--- src/rtl/adc_menu_pkg.sv ---
// Shared types for the ADC menu controller: display modes, view indices
// and the mode sequencing rule used by the front-panel mode button.
package adc_menu_pkg;

    typedef enum logic [1:0] {
        OFF    = 2'd0,
        SWITCH = 2'd1,
        MANUAL = 2'd2,
        SCAN   = 2'd3
    } mode_e;

    localparam int VIEW_RAW    = 0;
    localparam int VIEW_AVE    = 1;
    localparam int VIEW_SCALED = 2;

    // Mode button walks the display modes in a fixed ring.
    function automatic mode_e next_mode(input mode_e m);
        case (m)
            OFF:     return SWITCH;
            SWITCH:  return MANUAL;
            MANUAL:  return SCAN;
            default: return OFF;
        endcase
    endfunction

endpackage

--- src/rtl/btn_conditioner.sv ---
// Conditions one raw push-button: two-flop synchronizer, counter-based
// debounce and a single-cycle pulse on each accepted press.
// A button already held when reset is released is ignored until it has
// been seen released, so a stuck or held key cannot fire a spurious press.
module btn_conditioner #(
    parameter int DB_CYCLES = 1_000_000
) (
    input  logic clk,
    input  logic reset,
    input  logic btn,
    output logic pulse
);

    localparam int CNT_W = $clog2(DB_CYCLES + 1);

    logic             sync1;
    logic             sync2;
    logic             level;
    logic [CNT_W-1:0] count;
    logic [1:0]       primed;
    logic             armed;
    logic             flip;

    assign flip = (sync2 != level) && (count == CNT_W'(DB_CYCLES - 1));

    // Synchronize, debounce, and arm the press detector once the button is seen idle.
    always_ff @(posedge clk) begin
        if (reset) begin
            sync1  <= 1'b0;
            sync2  <= 1'b0;
            level  <= 1'b0;
            count  <= '0;
            primed <= 2'b00;
            armed  <= 1'b0;
            pulse  <= 1'b0;
        end else begin
            sync1  <= btn;
            sync2  <= sync1;
            primed <= {primed[0], 1'b1};
            if (sync2 == level) begin
                count <= '0;
            end else if (flip) begin
                count <= '0;
                level <= sync2;
            end else begin
                count <= count + 1'b1;
            end
            pulse <= flip && sync2 && armed;
            if (primed[1] && !sync2 && !level) begin
                armed <= 1'b1;
            end
        end
    end

endmodule

--- src/rtl/adc_menu_ctrl.sv ---
// Front-panel menu controller for a multi-channel ADC display: four
// conditioned buttons drive a mode ring, channel/view selection and the
// hex/BCD display format; SCAN mode rotates channels on a dwell timer.
module adc_menu_ctrl
    import adc_menu_pkg::*;
#(
    parameter int NUM_CH       = 3,
    parameter int DATA_W       = 16,
    parameter int NUM_VIEW     = 3,
    parameter int DB_CYCLES    = 1_000_000,
    parameter int DWELL_CYCLES = 200_000_000
) (
    input  logic                              clk,
    input  logic                              reset,
    input  logic                              btn_mode,
    input  logic                              btn_view,
    input  logic                              btn_fmt,
    input  logic                              btn_ch,
    input  logic                              hold_in,
    input  logic [DATA_W-1:0]                 switches_in,
    input  logic [NUM_CH*NUM_VIEW*DATA_W-1:0] ch_data,
    input  logic [DATA_W-1:0]                 bcd_in,
    output logic [DATA_W-1:0]                 bin_out,
    output logic [DATA_W-1:0]                 seg_out,
    output logic [NUM_CH-1:0]                 ch_en,
    output logic [1:0]                        mode_sel,
    output logic [$clog2(NUM_CH)-1:0]         ch_sel,
    output logic [$clog2(NUM_VIEW)-1:0]       view_sel,
    output logic                              fmt_hex
);

    localparam int CH_W    = $clog2(NUM_CH);
    localparam int VIEW_W  = $clog2(NUM_VIEW);
    localparam int WORDS   = NUM_CH * NUM_VIEW;
    localparam int IDX_W   = $clog2(WORDS);
    localparam int DWELL_W = $clog2(DWELL_CYCLES + 1);

    logic mode_pulse;
    logic view_pulse;
    logic fmt_pulse;
    logic ch_pulse;
    logic hold_s1;
    logic hold_s;

    mode_e              mode;
    mode_e              mode_next;
    logic [DWELL_W-1:0] dwell;
    logic [DWELL_W-1:0] dwell_next;
    logic [CH_W-1:0]    ch_next;
    logic [NUM_CH-1:0]  ch_en_next;
    logic [DATA_W-1:0]  bin_next;
    logic [IDX_W-1:0]   word_idx;
    logic [DATA_W-1:0]  words [WORDS];

    btn_conditioner #(.DB_CYCLES(DB_CYCLES)) u_btn_mode (
        .clk(clk), .reset(reset), .btn(btn_mode), .pulse(mode_pulse));
    btn_conditioner #(.DB_CYCLES(DB_CYCLES)) u_btn_view (
        .clk(clk), .reset(reset), .btn(btn_view), .pulse(view_pulse));
    btn_conditioner #(.DB_CYCLES(DB_CYCLES)) u_btn_fmt (
        .clk(clk), .reset(reset), .btn(btn_fmt), .pulse(fmt_pulse));
    btn_conditioner #(.DB_CYCLES(DB_CYCLES)) u_btn_ch (
        .clk(clk), .reset(reset), .btn(btn_ch), .pulse(ch_pulse));

    for (genvar i = 0; i < WORDS; i++) begin : g_words
        assign words[i] = ch_data[i*DATA_W +: DATA_W];
    end

    assign word_idx = IDX_W'(ch_sel) * IDX_W'(NUM_VIEW) + IDX_W'(view_sel);

    function automatic logic [CH_W-1:0] ch_inc(input logic [CH_W-1:0] c);
        return (c == CH_W'(NUM_CH - 1)) ? '0 : c + 1'b1;
    endfunction

    // Hold switch only needs metastability protection, not debouncing.
    always_ff @(posedge clk) begin
        if (reset) begin
            hold_s1 <= 1'b0;
            hold_s  <= 1'b0;
        end else begin
            hold_s1 <= hold_in;
            hold_s  <= hold_s1;
        end
    end

    // Next channel and dwell: a channel press always wins over dwell expiry so it never double-steps.
    always_comb begin
        ch_next    = ch_sel;
        dwell_next = '0;
        mode_next  = mode_pulse ? next_mode(mode) : mode;
        if (mode == SCAN) begin
            if (ch_pulse) begin
                ch_next = ch_inc(ch_sel);
            end else if (dwell == DWELL_W'(DWELL_CYCLES - 1)) begin
                ch_next = ch_inc(ch_sel);
            end else begin
                dwell_next = dwell + 1'b1;
            end
        end else if (ch_pulse) begin
            ch_next = ch_inc(ch_sel);
        end
        if (mode_next != SCAN) begin
            dwell_next = '0;
        end
        ch_en_next = '0;
        if (mode_next == MANUAL || mode_next == SCAN) begin
            ch_en_next = {{(NUM_CH-1){1'b0}}, 1'b1} << ch_next;
        end
    end

    // Value the display will latch next, chosen by the current mode.
    always_comb begin
        case (mode)
            OFF:     bin_next = '0;
            SWITCH:  bin_next = switches_in;
            default: bin_next = words[word_idx];
        endcase
    end

    // Menu state machine with registered outputs; the display value freezes while hold is on.
    always_ff @(posedge clk) begin
        if (reset) begin
            mode     <= OFF;
            ch_sel   <= '0;
            view_sel <= VIEW_W'(VIEW_RAW);
            fmt_hex  <= 1'b1;
            dwell    <= '0;
            ch_en    <= '0;
            bin_out  <= '0;
        end else begin
            mode   <= mode_next;
            ch_sel <= ch_next;
            dwell  <= dwell_next;
            ch_en  <= ch_en_next;
            if (view_pulse) begin
                view_sel <= (view_sel == VIEW_W'(NUM_VIEW - 1)) ? '0 : view_sel + 1'b1;
            end
            if (fmt_pulse) begin
                fmt_hex <= ~fmt_hex;
            end
            if (!hold_s) begin
                bin_out <= bin_next;
            end
        end
    end

    assign mode_sel = mode;
    assign seg_out  = fmt_hex ? bin_out : bcd_in;

endmodule

--- config.mk ---
export PLATFORM = sky130hd
export DESIGN_NAME = adc_menu_ctrl
export DESIGN_NICKNAME = d
export VERILOG_FILES = /design/src/rtl/adc_menu_pkg.sv /design/src/rtl/btn_conditioner.sv /design/src/rtl/adc_menu_ctrl.sv
export SDC_FILE = /design/constraint.sdc
export NUM_CORES = 1
export LEC_CHECK = 0
export BUFFER_PORTS_ARGS = -buffer_cell sky130_fd_sc_hd__buf_2
export CAP_MARGIN = 40
export CORE_MARGIN = 5
export CORE_UTILIZATION = 24
export CTS_CLUSTER_DIAMETER = 40
export DETAILED_ROUTE_END_ITERATION = 8
export PLACE_DENSITY = 0.42
export SKIP_CTS_REPAIR_TIMING = 1
export SYNTH_ARGS = -nofsm -noshare
export SYNTH_HDL_FRONTEND = slang
export SYNTH_SLANG_ARGS = --single-unit
--- constraint.sdc ---
create_clock -name clk -period 3.3 [get_ports clk]
set_input_delay 0.165 -clock clk [delete_from_list [all_inputs] [get_ports clk]]
set_output_delay 0.165 -clock clk [all_outputs]
set_load 0.005 [all_outputs]
==> metrics.log <==
[metrics] status: complete, no violations
[metrics] CTS Buf Count: 17
[metrics] Yosys reg bits: 158
[metrics] clock latency reported for the late side of the worst-skew pair: 0.42 ns
[metrics] area of the mapped netlist: 7960 µm²
[metrics] gate count after technology mapping: 854
[metrics] gate family responsible for the most delay along the worst path: adder cells
[metrics] Slew @ Worst Pin: 0.882 ns
[metrics] most used cells in the layout excluding fill and tap cells: 224 x sky130_fd_sc_hd__buf_2, 161 x sky130_fd_sc_hd__nor2_1, 157 x sky130_fd_sc_hd__dfxtp_1
[metrics] IO Port Bufs: 224
[metrics] count of unresolved DRC violations after routing: 0
[metrics] max-capacitance violation count: 0
[metrics] class of the tightest hold or removal check: primary input to register
[metrics] post-DR wirelength/cell: 16.5 µm
[metrics] final wirelength: 25.4 mm
[metrics] number of pins exceeding their max-slew limit in the final report: 0
[metrics] # nets final: 1278
[metrics] via count of the first global-routing pass: 7063
[metrics] CP Data Required Time: 3.64 ns
[metrics] Sequential Power Share: 46.7%
[metrics] Critical path buffers and inverters: 2
[metrics] critical path type: register to register
[metrics] startpoint class of the critical path: register
[metrics] total negative slack: 0 ns
[metrics] Area growth, synth to finish: 29.2%
[metrics] standard cell core area: 32600 µm²
[metrics] count of flip-flops with a built-in enable after synthesis: 0
[metrics] P_int: 3190 µW
[metrics] total grt overflow: 0
[metrics] first-pass GRT wire length: 39.3 mm
[metrics] switch share: 22.8%
[metrics] static leakage: 0.00388 µW
[metrics] power per unit of standard cell area: 402 nW/µm²
[metrics] asr flop ratio synth: 0%
[metrics] dominant synthesized flop cell: sky130_fd_sc_hd__dfxtp_1
[metrics] chip width: 192 µm
[metrics] CTS tree: done
[metrics] maximum fanout encountered on the critical timing path: 33
[metrics] capturing element type of the critical path: register
[metrics] setup repair after global routing missed its margin: no
[metrics] fraction of final layout cells sized beyond drive strength 1: 29.9%
[metrics] warnings from Yosys: 0
[metrics] clock transition time at the flip-flop clock pins of the worst setup and hold paths: 0.07 ns
[metrics] worst clock skew on the final layout: 0.0169 ns
[metrics] fill cell count: 3447
[metrics] part of the power in the clock network: 48.3%
[metrics] Site Rows: 66
[metrics] highest cell delay on the worst timing path: 0.49 ns
[metrics] leading cell type in the layout, fill and taps excluded: sky130_fd_sc_hd__buf_2
[metrics] final hold slack: 0.112 ns
[metrics] vias post-DR: 6945
[metrics] global router's overall resource usage: 13.6%
[metrics] critical path arrival: 3.13 ns
[metrics] net switching component of the power: 944 µW
[metrics] Top-Level Pins: 225
[metrics] Worst slew margin: 40.7%
[metrics] final worst-path cycle share: 84.5%
[metrics] number of nets with antenna violations after routing: 0
[metrics] largest net degree at the start of global routing: 50
[metrics] antenna violations before repair: 7
[metrics] CTS H-tree lvls: 4
[metrics] count of routing violations after the opening detailed-route iteration: 312
[metrics] effective utilization at floorplan: 24.4%
[metrics] total count of hold-check failures in the final report: 0
[metrics] Top cell by count, worst path: sky130_fd_sc_hd__fa_1
[metrics] DP Wirelength: 20.1 mm
[metrics] post-layout worst setup margin: 0.513 ns
[metrics] Synth Net Count: 1052
[metrics] slowest cell on the critical path: sky130_fd_sc_hd__fa_1
[metrics] Final min period: 2.79 ns
[metrics] number of iterations in the first detailed-routing pass: 6
[metrics] pre-CTS setup slack: 0.503 ns
[metrics] series of cell instances along the critical path: fa_1 -> ha_1 -> fa_1 -> buf_12 -> nor4b_2 -> buf_4 -> a221oi_1 -> a211oi_1
[metrics] Clock Tree Root: sky130_fd_sc_hd__clkbuf_16
[metrics] combinational power share: 5.0%
[metrics] final standard cell area without fillers: 10300 µm²
[metrics] area enclosed by the die boundary: 36900 µm²
[metrics] worst ir drop on vdd: 0.000344 V
[metrics] number of failing setup endpoints in the final timing report: 0
[metrics] sequential share of the synthesized area: 39.7%
[metrics] height of the chip: 192 µm
[metrics] placed inst area: 9630 µm²
[metrics] Vias/cell: 4.51
[metrics] number of clock sinks seen by CTS: 158
[metrics] gpl congestion: 0.918
[metrics] mean instance size in the synthesized netlist: 9.32 µm²
[metrics] Cell variety after synth: 44
[metrics] worst-case clock buffer depth: 2
[metrics] Fmax achieved: 359 MHz
[layer usage]
metal	vias up	global-route usage, %	wire length, µm
met4	0	6.47	945
met2	210	22.5	12300
met1	3177	16.3	10800
met3	31	4.00	1370
met5	-	0	0
li1	3527	-	-
[registers in the layout (all words and copies together) (netlist names), 2 cells and up]
| name | count |
|---|---|
| dwell | 28 |
| u_btn_ch.count | 20 |
| u_btn_fmt.count | 20 |
| u_btn_mode.count | 20 |
| u_btn_view.count | 20 |
| bin_out | 16 |
| ch_en | 3 |
| ch_sel | 2 |
| mode_sel | 2 |
| view_sel | 2 |
[power by group through the flow]
stage          clock network (µW)  logic, µW  registers (µW)
2_1_floorplan                   0       72.1            1970
3_3_place_gp                    0        209            1970
3_5_place_dp                    0        206            1970
4_1_cts                      2080        206            1930
5_1_grt                      2160        225            1930
6_report                     2000        206            1930
[path summary, 6_finish.rpt]
path	slack (ns)	to	start	cells past startpoint
hold / removal	0.11	bin_out[14]	ch_data[142]	3
setup reg to reg	0.51	bin_out[7]	ch_sel[0]	8
setup / recovery	0.51	bin_out[7]	ch_sel[0]	8
hold reg to reg	0.44	u_btn_view.primed[1]	u_btn_mode.primed[0]	1
[worst min-delay path, delay by kind of cell]
family	cells	cell delay (ns)
buf+inv	1	0.07
compound gates	2	0.24
[cell type report]
| type | count | area [µm²] | share of cell area, % |
|---|---|---|---|
| multi-input cells | 645 | 4600 | 44.7 |
| clock inverters | 13 | 151 | 1.47 |
| diodes | 5 | 12.5 | 0.122 |
| well taps | 442 | 553 | 5.37 |
| clock buffers | 19 | 443 | 4.30 |
| repair buffers | 244 | 1320 | 12.8 |
| flip-flops and latches | 158 | 3160 | 30.8 |
| inverters | 14 | 52.6 | 0.511 |
[cells by family after synthesis]
family / after synthesis / synth area share [%]
flip-flops: 158 / 39.7
XOR/XNOR: 100 / 11.0
multiplexers: 55 / 12.2
AO/OA/AOI/OAI: 96 / 8.08
adder cells (fa/ha/maj): 15 / 2.55
buffers and inverters: 51 / 2.56
AND/OR/NAND/NOR: 379 / 23.9
[synthesized netlist by cell type, types with 14 or more instances]
cell,count,share of area [%]
sky130_fd_sc_hd__nor2_1,161,7.6
sky130_fd_sc_hd__dfxtp_1,158,40
sky130_fd_sc_hd__xor2_1,52,5.7
sky130_fd_sc_hd__xnor2_1,48,5.3
sky130_fd_sc_hd__a21oi_1,44,2.8
sky130_fd_sc_hd__nand2_1,43,2.0
sky130_fd_sc_hd__nand3_1,42,2.6
sky130_fd_sc_hd__mux4_2,32,9.1
sky130_fd_sc_hd__clkbuf_1,26,1.2
sky130_fd_sc_hd__nand4_1,26,2.0
sky130_fd_sc_hd__and3_1,20,1.6
sky130_fd_sc_hd__a211oi_1,16,1.5
sky130_fd_sc_hd__a221oi_1,16,1.8
sky130_fd_sc_hd__a22oi_1,16,1.5
sky130_fd_sc_hd__mux2_2,16,2.3
sky130_fd_sc_hd__and4_1,14,1.5
sky130_fd_sc_hd__inv_1,14,0.66
sky130_fd_sc_hd__nor2b_1,14,1.1
sky130_fd_sc_hd__nor3_1,14,0.88
[stage by stage]
step	std cells	utilization [%]	total power (µW)
after floorplan	854	-	2040
final	1540	31.5	4140
after global routing	1540	31.5	4320
after detailed placement	1498	29.5	2180
after global placement	1497	29.5	2180
after CTS	1530	31.4	4210
No activity file was read; power rests on OpenSTA's default activity.
